**config.mk**
```make
export PLATFORM = sky130hd
export DESIGN_NAME = id_ex_stage
export DESIGN_NICKNAME = d
export VERILOG_FILES = /design/src/rtl/cpu_pkg.sv /design/src/rtl/operand_fwd.sv /design/src/rtl/id_ex_stage.sv
export SDC_FILE = /design/constraint.sdc
export NUM_CORES = 1
export LEC_CHECK = 0
export BUFFER_PORTS_ARGS = -buffer_cell sky130_fd_sc_hd__buf_2
export CORE_ASPECT_RATIO = 2
export CORE_MARGIN = 5
export CORE_UTILIZATION = 45
export CTS_CLUSTER_SIZE = 14
export DETAILED_ROUTE_END_ITERATION = 10
export PLACE_DENSITY = 0.69
export SLEW_MARGIN = 15
export SYNTH_ARGS = -nofsm -noshare
export SYNTH_HDL_FRONTEND = slang
export SYNTH_SLANG_ARGS = --single-unit
```
**constraint.sdc**
```tcl
create_clock -name clk_i -period 3.3 [get_ports clk_i]
set_input_delay 0.33 -clock clk_i [delete_from_list [all_inputs] [get_ports clk_i]]
set_output_delay 0.33 -clock clk_i [all_outputs]
set_load 0.05 [all_outputs]
```
**src/rtl/cpu_pkg.sv**
```systemverilog
// Shared CPU definitions: datapath widths, ALU operation codes, ID/EX entry
// layout and the forwarding match rule used by the operand bypass logic.
package cpu_pkg;

  localparam int DATA_W = 32;
  localparam int CTRL_W = 4;
  localparam int REG_AW = 5;

  localparam logic [CTRL_W-1:0] ALU_AND = 4'd0;
  localparam logic [CTRL_W-1:0] ALU_OR  = 4'd1;
  localparam logic [CTRL_W-1:0] ALU_ADD = 4'd2;
  localparam logic [CTRL_W-1:0] ALU_MUL = 4'd3;
  localparam logic [CTRL_W-1:0] ALU_SUB = 4'd6;
  localparam logic [CTRL_W-1:0] ALU_SLT = 4'd7;
  localparam logic [CTRL_W-1:0] ALU_NOR = 4'd12;

  // Occupancy of the two-entry elastic buffer.
  typedef enum logic [1:0] {
    CNT_EMPTY = 2'd0,
    CNT_ONE   = 2'd1,
    CNT_TWO   = 2'd2
  } cnt_e;

  // One buffered instruction; op2_data holds either rt data or the immediate.
  typedef struct packed {
    logic [REG_AW-1:0] rs_addr;
    logic [REG_AW-1:0] rt_addr;
    logic [REG_AW-1:0] rd_addr;
    logic [DATA_W-1:0] rs_data;
    logic [DATA_W-1:0] op2_data;
    logic              op2_is_imm;
    logic [CTRL_W-1:0] alu_ctrl;
    logic              reg_write;
  } id_ex_entry_t;

  // A producer supplies an operand when it writes a non-zero register equal to the operand's source.
  function automatic logic fwd_hit(input logic wr, input logic [REG_AW-1:0] rd,
                                   input logic [REG_AW-1:0] addr);
    return wr & (rd != 5'd0) & (rd == addr);
  endfunction

endpackage

```
**src/rtl/operand_fwd.sv**
```systemverilog
// Bypass select for a single operand: EX/MEM result first, then MEM/WB data,
// otherwise the stored value. Immediate operands pass through untouched.
module operand_fwd
  import cpu_pkg::*;
(
  input  logic [REG_AW-1:0] addr_i,
  input  logic [DATA_W-1:0] data_i,
  input  logic              no_fwd_i,
  input  logic              exmem_wr_i,
  input  logic [REG_AW-1:0] exmem_rd_i,
  input  logic [DATA_W-1:0] exmem_data_i,
  input  logic              memwb_wr_i,
  input  logic [REG_AW-1:0] memwb_rd_i,
  input  logic [DATA_W-1:0] memwb_data_i,
  output logic [DATA_W-1:0] data_o
);

  // Pick the youngest producer that targets this operand's source register.
  always_comb begin
    data_o = data_i;
    if (no_fwd_i) begin
      data_o = data_i;
    end else if (fwd_hit(exmem_wr_i, exmem_rd_i, addr_i)) begin
      data_o = exmem_data_i;
    end else if (fwd_hit(memwb_wr_i, memwb_rd_i, addr_i)) begin
      data_o = memwb_data_i;
    end else begin
      data_o = data_i;
    end
  end

endmodule

```
**src/rtl/id_ex_stage.sv**
```systemverilog
// ID/EX pipeline stage: two-entry elastic buffer (main = head, skid = second)
// between decode and the ALU, with operand forwarding on the head and a
// per-cycle refresh of held entries so stalled operands track producers.
module id_ex_stage
  import cpu_pkg::*;
#(
  parameter int DATA_W = 32,
  parameter int CTRL_W = 4,
  parameter int REG_AW = 5
) (
  input  logic              clk_i,
  input  logic              rst_i,
  input  logic              in_valid_i,
  output logic              in_ready_o,
  input  logic [DATA_W-1:0] rs_data_i,
  input  logic [DATA_W-1:0] rt_data_i,
  input  logic [DATA_W-1:0] imm_i,
  input  logic              alu_src_i,
  input  logic [CTRL_W-1:0] alu_ctrl_i,
  input  logic [REG_AW-1:0] rs_addr_i,
  input  logic [REG_AW-1:0] rt_addr_i,
  input  logic [REG_AW-1:0] rd_addr_i,
  input  logic              reg_write_i,
  input  logic              flush_i,
  input  logic              exmem_wr_i,
  input  logic [REG_AW-1:0] exmem_rd_i,
  input  logic [DATA_W-1:0] exmem_data_i,
  input  logic              memwb_wr_i,
  input  logic [REG_AW-1:0] memwb_rd_i,
  input  logic [DATA_W-1:0] memwb_data_i,
  output logic              out_valid_o,
  input  logic              out_ready_i,
  output logic [DATA_W-1:0] src1_o,
  output logic [DATA_W-1:0] src2_o,
  output logic [CTRL_W-1:0] alu_ctrl_o,
  output logic [REG_AW-1:0] rd_addr_o,
  output logic              reg_write_o
);

  cnt_e         state_q, state_d;
  id_ex_entry_t main_q, main_d;
  id_ex_entry_t skid_q, skid_d;
  logic         in_ready_q;

  id_ex_entry_t new_entry_s;
  id_ex_entry_t main_ref_s;
  id_ex_entry_t skid_ref_s;
  logic [DATA_W-1:0] main_rs_fwd_s, main_op2_fwd_s;
  logic [DATA_W-1:0] skid_rs_fwd_s, skid_op2_fwd_s;
  logic push_s, pop_s;

  assign in_ready_o  = in_ready_q;
  assign out_valid_o = (state_q != CNT_EMPTY);
  assign push_s      = in_valid_i & in_ready_q;
  assign pop_s       = (state_q != CNT_EMPTY) & out_ready_i;

  // Head operands: these feed both the ALU view and the head's own refresh.
  operand_fwd u_fwd_main_rs (
    .addr_i(main_q.rs_addr), .data_i(main_q.rs_data), .no_fwd_i(1'b0),
    .exmem_wr_i(exmem_wr_i), .exmem_rd_i(exmem_rd_i), .exmem_data_i(exmem_data_i),
    .memwb_wr_i(memwb_wr_i), .memwb_rd_i(memwb_rd_i), .memwb_data_i(memwb_data_i),
    .data_o(main_rs_fwd_s)
  );
  operand_fwd u_fwd_main_op2 (
    .addr_i(main_q.rt_addr), .data_i(main_q.op2_data), .no_fwd_i(main_q.op2_is_imm),
    .exmem_wr_i(exmem_wr_i), .exmem_rd_i(exmem_rd_i), .exmem_data_i(exmem_data_i),
    .memwb_wr_i(memwb_wr_i), .memwb_rd_i(memwb_rd_i), .memwb_data_i(memwb_data_i),
    .data_o(main_op2_fwd_s)
  );
  // Skid operands: refreshed while waiting behind the head.
  operand_fwd u_fwd_skid_rs (
    .addr_i(skid_q.rs_addr), .data_i(skid_q.rs_data), .no_fwd_i(1'b0),
    .exmem_wr_i(exmem_wr_i), .exmem_rd_i(exmem_rd_i), .exmem_data_i(exmem_data_i),
    .memwb_wr_i(memwb_wr_i), .memwb_rd_i(memwb_rd_i), .memwb_data_i(memwb_data_i),
    .data_o(skid_rs_fwd_s)
  );
  operand_fwd u_fwd_skid_op2 (
    .addr_i(skid_q.rt_addr), .data_i(skid_q.op2_data), .no_fwd_i(skid_q.op2_is_imm),
    .exmem_wr_i(exmem_wr_i), .exmem_rd_i(exmem_rd_i), .exmem_data_i(exmem_data_i),
    .memwb_wr_i(memwb_wr_i), .memwb_rd_i(memwb_rd_i), .memwb_data_i(memwb_data_i),
    .data_o(skid_op2_fwd_s)
  );

  // Assemble the incoming entry and the refreshed copies of both held entries.
  always_comb begin
    new_entry_s            = '0;
    new_entry_s.rs_addr    = rs_addr_i;
    new_entry_s.rt_addr    = rt_addr_i;
    new_entry_s.rd_addr    = rd_addr_i;
    new_entry_s.rs_data    = rs_data_i;
    new_entry_s.op2_data   = alu_src_i ? imm_i : rt_data_i;
    new_entry_s.op2_is_imm = alu_src_i;
    new_entry_s.alu_ctrl   = alu_ctrl_i;
    new_entry_s.reg_write  = reg_write_i;

    main_ref_s          = main_q;
    main_ref_s.rs_data  = main_rs_fwd_s;
    main_ref_s.op2_data = main_op2_fwd_s;
    skid_ref_s          = skid_q;
    skid_ref_s.rs_data  = skid_rs_fwd_s;
    skid_ref_s.op2_data = skid_op2_fwd_s;
  end

  // Occupancy transitions; flush empties the buffer and drops any incoming entry.
  always_comb begin
    state_d = state_q;
    main_d  = main_q;
    skid_d  = skid_q;
    if (flush_i) begin
      state_d = CNT_EMPTY;
      main_d  = '0;
      skid_d  = '0;
    end else begin
      case (state_q)
        CNT_EMPTY: begin
          if (push_s) begin
            state_d = CNT_ONE;
            main_d  = new_entry_s;
          end else begin
            state_d = CNT_EMPTY;
          end
        end
        CNT_ONE: begin
          case ({push_s, pop_s})
            2'b10: begin
              state_d = CNT_TWO;
              main_d  = main_ref_s;
              skid_d  = new_entry_s;
            end
            2'b01: begin
              state_d = CNT_EMPTY;
              main_d  = '0;
            end
            2'b11: begin
              state_d = CNT_ONE;
              main_d  = new_entry_s;
            end
            default: begin
              state_d = CNT_ONE;
              main_d  = main_ref_s;
            end
          endcase
        end
        CNT_TWO: begin
          if (pop_s) begin
            state_d = CNT_ONE;
            main_d  = skid_ref_s;
            skid_d  = '0;
          end else begin
            state_d = CNT_TWO;
            main_d  = main_ref_s;
            skid_d  = skid_ref_s;
          end
        end
        default: begin
          state_d = CNT_EMPTY;
          main_d  = '0;
          skid_d  = '0;
        end
      endcase
    end
  end

  // Buffer state and the registered ready flag, which stays low through reset.
  always_ff @(posedge clk_i) begin
    if (rst_i) begin
      state_q    <= CNT_EMPTY;
      main_q     <= '0;
      skid_q     <= '0;
      in_ready_q <= 1'b0;
    end else begin
      state_q    <= state_d;
      main_q     <= main_d;
      skid_q     <= skid_d;
      in_ready_q <= (state_d != CNT_TWO);
    end
  end

  // ALU view of the head; all fields read as zero while nothing is valid.
  always_comb begin
    src1_o      = '0;
    src2_o      = '0;
    alu_ctrl_o  = '0;
    rd_addr_o   = '0;
    reg_write_o = 1'b0;
    if (out_valid_o) begin
      src1_o      = main_rs_fwd_s;
      src2_o      = main_op2_fwd_s;
      alu_ctrl_o  = main_q.alu_ctrl;
      rd_addr_o   = main_q.rd_addr;
      reg_write_o = main_q.reg_write;
    end else begin
      src1_o      = '0;
      src2_o      = '0;
      alu_ctrl_o  = '0;
      rd_addr_o   = '0;
      reg_write_o = 1'b0;
    end
  end

endmodule

```
==> results.tsv <==
stage	metric	value	unit
worst_setup_path	critical_path.cell_chain	buf_2 > or4_1 > o211ai_1 > buf_6 > o21ai_0 > o2bb2ai_1 > nor2_1 > buf_2	
yosys	synth_area_leader_cell	sky130_fd_sc_hd__dfxtp_1	
worst_setup_path	critPathTopFamily	simple AND/OR/NAND/NOR gates	
route	drt_pass1_iterations	6	
clock_tree	cts_buffers	17	
yosys	post_synthesis_async_set_or_reset_flop_share	0	%
power	switching_power_of_the_nets	1.89	mW
flow_run	max-cap-violations	0	
timing	hold_viol	0	
power	clock_power_share	38.6	%
yosys	post_synth_main_area_contributors	sky130_fd_sc_hd__dfxtp_1 23%, sky130_fd_sc_hd__o31ai_1 5.5%, sky130_fd_sc_hd__a21oi_1 5.4%, sky130_fd_sc_hd__o21ai_0 5.4%, sky130_fd_sc_hd__clkbuf_1 4.9%	
placement	inst_count_dp	2587	
placement	gpl.final_weighted_congestion	0.954	
min_path	timing.hold.worst_path_depth	2	
clock_tree	cts_tree	yes	
floorplanning	rows	94	
cells_and_area	final_net_count	2380	
power	sequentialPowerShare	38.4	%
worst_setup_path	worst-path-buf-inv	3	
power	p_int	3.63	mW
floorplanning	fp.coreArea	32800	um^2
min_path	worstHoldEndpoint	in_ready_o	
timing	timing.final.max_slew_violations	0	
global_routing	track_usage	36.0	%
worst_setup_path	reg2reg_to	skid_q[27]	
yosys	synth_top_area_share	23.2	%
global_routing	grt_first_pass_wirelength	107	mm
power	vdd_drop_max	408	uV
worst_setup_path	timing.reg2reg.worst_path_depth	12	
route	wl_per_cell	26.9	um
timing	setup_repair_after_global_routing_missed_its_margin	no	
route	route.antenna.remaining_nets	0	
clock_tree	clkSlewWorstSetupHoldPaths	70	ps
worst_setup_path	critical_path.reg2reg.startpoint	state_q[0]	
global_routing	overflow	0	
worst_setup_path	timing.critical_path.to_type	output pin	
yosys	synth_fp_nets	2249	
placement	port_buffers	273	
worst_setup_path	cp_data_arrival_time	2890	ps
power	design_power_total	5.52	mW
min_path	hold_start	rst_i	
yosys	synthesis.area_per_instance	7.30	um^2
global_routing	grt_max_degree	66	
run_status	status	complete, no violations	
yosys	synthFlopType	sky130_fd_sc_hd__dfxtp_1	
clock_tree	h-tree-depth	4	
floorplanning	initial_utilization	45.5	%
cells_and_area	post_layout_nonfiller_instances	2619	
worst_setup_path	path_max_fanout	32	
timing	worstMarginPinSlew	949	ps
floorplanning	ios	274	
route	initialDrtViolationCount	2911	
clock_tree	cts_num_sinks	173	
clock_tree	worstSkewPairLatency	470	ps
cells_and_area	final_core_util	52.9	%
power	pwr_density_cell	318	nW/um^2
worst_setup_path	critical_path.slowest_cell	sky130_fd_sc_hd__or4_1	
yosys	synth_cell_type_count	59	
min_path	class_of_the_tightest_hold_or_removal_check	in2reg	
worst_setup_path	critical_path.most_common_cell	sky130_fd_sc_hd__buf_2	
clock_tree	cts_setup_buffers	0	
global_routing	grt_pass1_vias	19700	
timing	setup_tns	0	ps
power	p_leak	6.21	nW
placement	detailed_place_hpwl	45.9	mm
worst_setup_path	ff2ff_setup_slack	270	ps
worst_setup_path	timing.setup.critical_path_class	in2out	
route	viasPerCell	7.42	
timing	max_clock_freq	310	MHz
cells_and_area	most-common-layout-cells	270 x sky130_fd_sc_hd__buf_2, 172 x sky130_fd_sc_hd__dfxtp_1, 160 x sky130_fd_sc_hd__o21ai_0	
yosys	synth_edf_count	0	
route	routed_wl	70.5	mm
timing	finalWorstPathRequiredPeriod	3220	ps
timing	clock_skew	15.1	ps
floorplanning	area_enclosed_by_the_die_boundary	37100	um^2
yosys	netlist_area	14900	um^2
power	pwr-share-comb	23.0	%
worst_setup_path	cp_data_required_time	2970	ps
floorplanning	chipWidth	139	um
cells_and_area	fraction_of_final_layout_cells_sized_beyond_drive_strength_1	21.4	%
yosys	synth_warnings	0	
clock_tree	cts_root_buffer	sky130_fd_sc_hd__clkbuf_16	
timing	final_min_period_over_clock_period	97.6	%
yosys	netlist_instances	2043	
yosys	synthesized_flop_and_latch_total	173	
floorplanning	die_h	267	um
clock_tree	post_cts_hold_buffer_count	0	
timing	setup_viol	0	
worst_setup_path	startpoint_type	input pin	
timing	slew-limit-headroom	36.7	%
global_routing	antenna_found_initial	0	
cells_and_area	insertedDiodeCount	0	
cells_and_area	leading_cell_type_in_the_layout_fill_and_taps_excluded	sky130_fd_sc_hd__buf_2	
clock_tree	clock_path_buffers	2	
cells_and_area	fin_area	17400	um^2
cells_and_area	areaGrowthSynthToFinish	16.4	%
route	dr_total_vias	19400	
worst_setup_path	max_incr_delay_on_cp	590	ps
route	remaining_drc_errors	0	
power	switching_share	34.2	%
placement	placement.cell_area	16800	um^2
yosys	yosysSeqAreaShare	23.2	%
## power groups by stage
stage               clock (mW)  combinational [mW]  sequential [mW]
floorplan                    0               0.692             2.16
finish                    2.13                1.27             2.12
global placement             0                1.18             2.16
CTS                       2.12                1.21             2.12
detailed placement           0                1.21             2.16
global route              2.21                1.33             2.12
## cells in the mapped netlist (9+ instances only)
library cell	n
sky130_fd_sc_hd__o21ai_0	161
sky130_fd_sc_hd__clkbuf_1	193
sky130_fd_sc_hd__nand4_1	35
sky130_fd_sc_hd__o2bb2ai_1	44
sky130_fd_sc_hd__xor2_1	12
sky130_fd_sc_hd__o22a_1	24
sky130_fd_sc_hd__mux2i_1	32
sky130_fd_sc_hd__o311ai_2	9
sky130_fd_sc_hd__or2_2	10
sky130_fd_sc_hd__o31ai_1	109
sky130_fd_sc_hd__buf_2	30
sky130_fd_sc_hd__o211ai_1	35
sky130_fd_sc_hd__a31oi_1	60
sky130_fd_sc_hd__o22ai_1	29
sky130_fd_sc_hd__buf_1	9
sky130_fd_sc_hd__nand2_1	127
sky130_fd_sc_hd__nand3_1	52
sky130_fd_sc_hd__a21oi_1	161
sky130_fd_sc_hd__nor3_1	98
sky130_fd_sc_hd__a211o_1	21
sky130_fd_sc_hd__nor2_1	149
sky130_fd_sc_hd__xnor2_1	28
sky130_fd_sc_hd__a2bb2oi_1	15
sky130_fd_sc_hd__a311o_1	32
sky130_fd_sc_hd__and2_1	18
sky130_fd_sc_hd__a221oi_1	65
sky130_fd_sc_hd__a221o_1	31
sky130_fd_sc_hd__a22oi_1	54
sky130_fd_sc_hd__a211oi_1	12
sky130_fd_sc_hd__inv_1	19
sky130_fd_sc_hd__o221a_2	24
sky130_fd_sc_hd__nor4_1	24
sky130_fd_sc_hd__nor2b_1	10
sky130_fd_sc_hd__or3_1	35
sky130_fd_sc_hd__dfxtp_1	173
sky130_fd_sc_hd__nor4_2	11
sky130_fd_sc_hd__a22o_1	32
## area by class of cell
class	instances	area [um^2]
clock buffers	18	429
flip-flops and latches	173	3460
fillers	3184	15400
multi-input cells	1608	10500
inverters	20	75.1
clock inverters	14	145
well taps	432	541
repair buffers	354	2200
## worst register-to-register path, delay by kind of cell (launching register included)
family	cells	cell delay, ps
AO/OA/AOI/OAI	2	310
AND/OR/NAND/NOR	4	1070
buffers and inverters	5	1080
adder cells (fa/ha/maj)	1	160
flip-flops	1	330
## sequential cells by signal, indices dropped and copies added, names as in the netlist
| name | flops |
|---|---|
| in_ready_o | 1 |
| main_q | 85 |
| skid_q | 85 |
| state_q | 2 |
## worst max path at each step
stage               depth (start not counted)     startpoint  slack [ps]          to
floorplan                                  12     in_ready_o           1  skid_q[17]
global placement                            8  memwb_rd_i[1]         170  src1_o[30]
detailed placement                          8  memwb_rd_i[1]         190  src1_o[30]
CTS                                         8     main_q[76]         0.4  src2_o[18]
global route                                8     main_q[80]           4   src1_o[1]
finish                                      8  memwb_rd_i[1]          80  src1_o[30]
## through the flow
stage | hold slack, ps | worst slack [ps]
detailed placement | 445 | 186
CTS | 6.20 | 0.449
floorplan | 399 | 0.981
global route | 30.7 | 4.24
global placement | 438 | 169
finish | 21.0 | 78.5
## repair_timing
item | 4_1_cts | 5_1_grt
pin swaps | 0 | 1
gates resized for setup | 4 | 7
setup endpoints to repair | 17 | 50
## layer usage
layer	vias up	GRT usage [%]	routed length [um]
met5	-	0	0
met3	510	9.99	8880
met1	9035	39.8	23800
met4	0	27.4	5640
met2	1601	58.6	32200
li1	8295	-	-
## cells by family (layout without fill, tap and decap cells)
group,Yosys count,after routing,share of synthesized area [%]
adders and majority gates,8,8,0.671
xor gates and xnor gates,40,40,2.35
buffers and inverters,262,406,7.18
muxes,32,32,2.15
AOI/OAI and AO/OA,945,945,45.2
DFF,173,173,23.2
and+or+nand+nor,583,583,19.2
(Power assumes the default switching activity.)
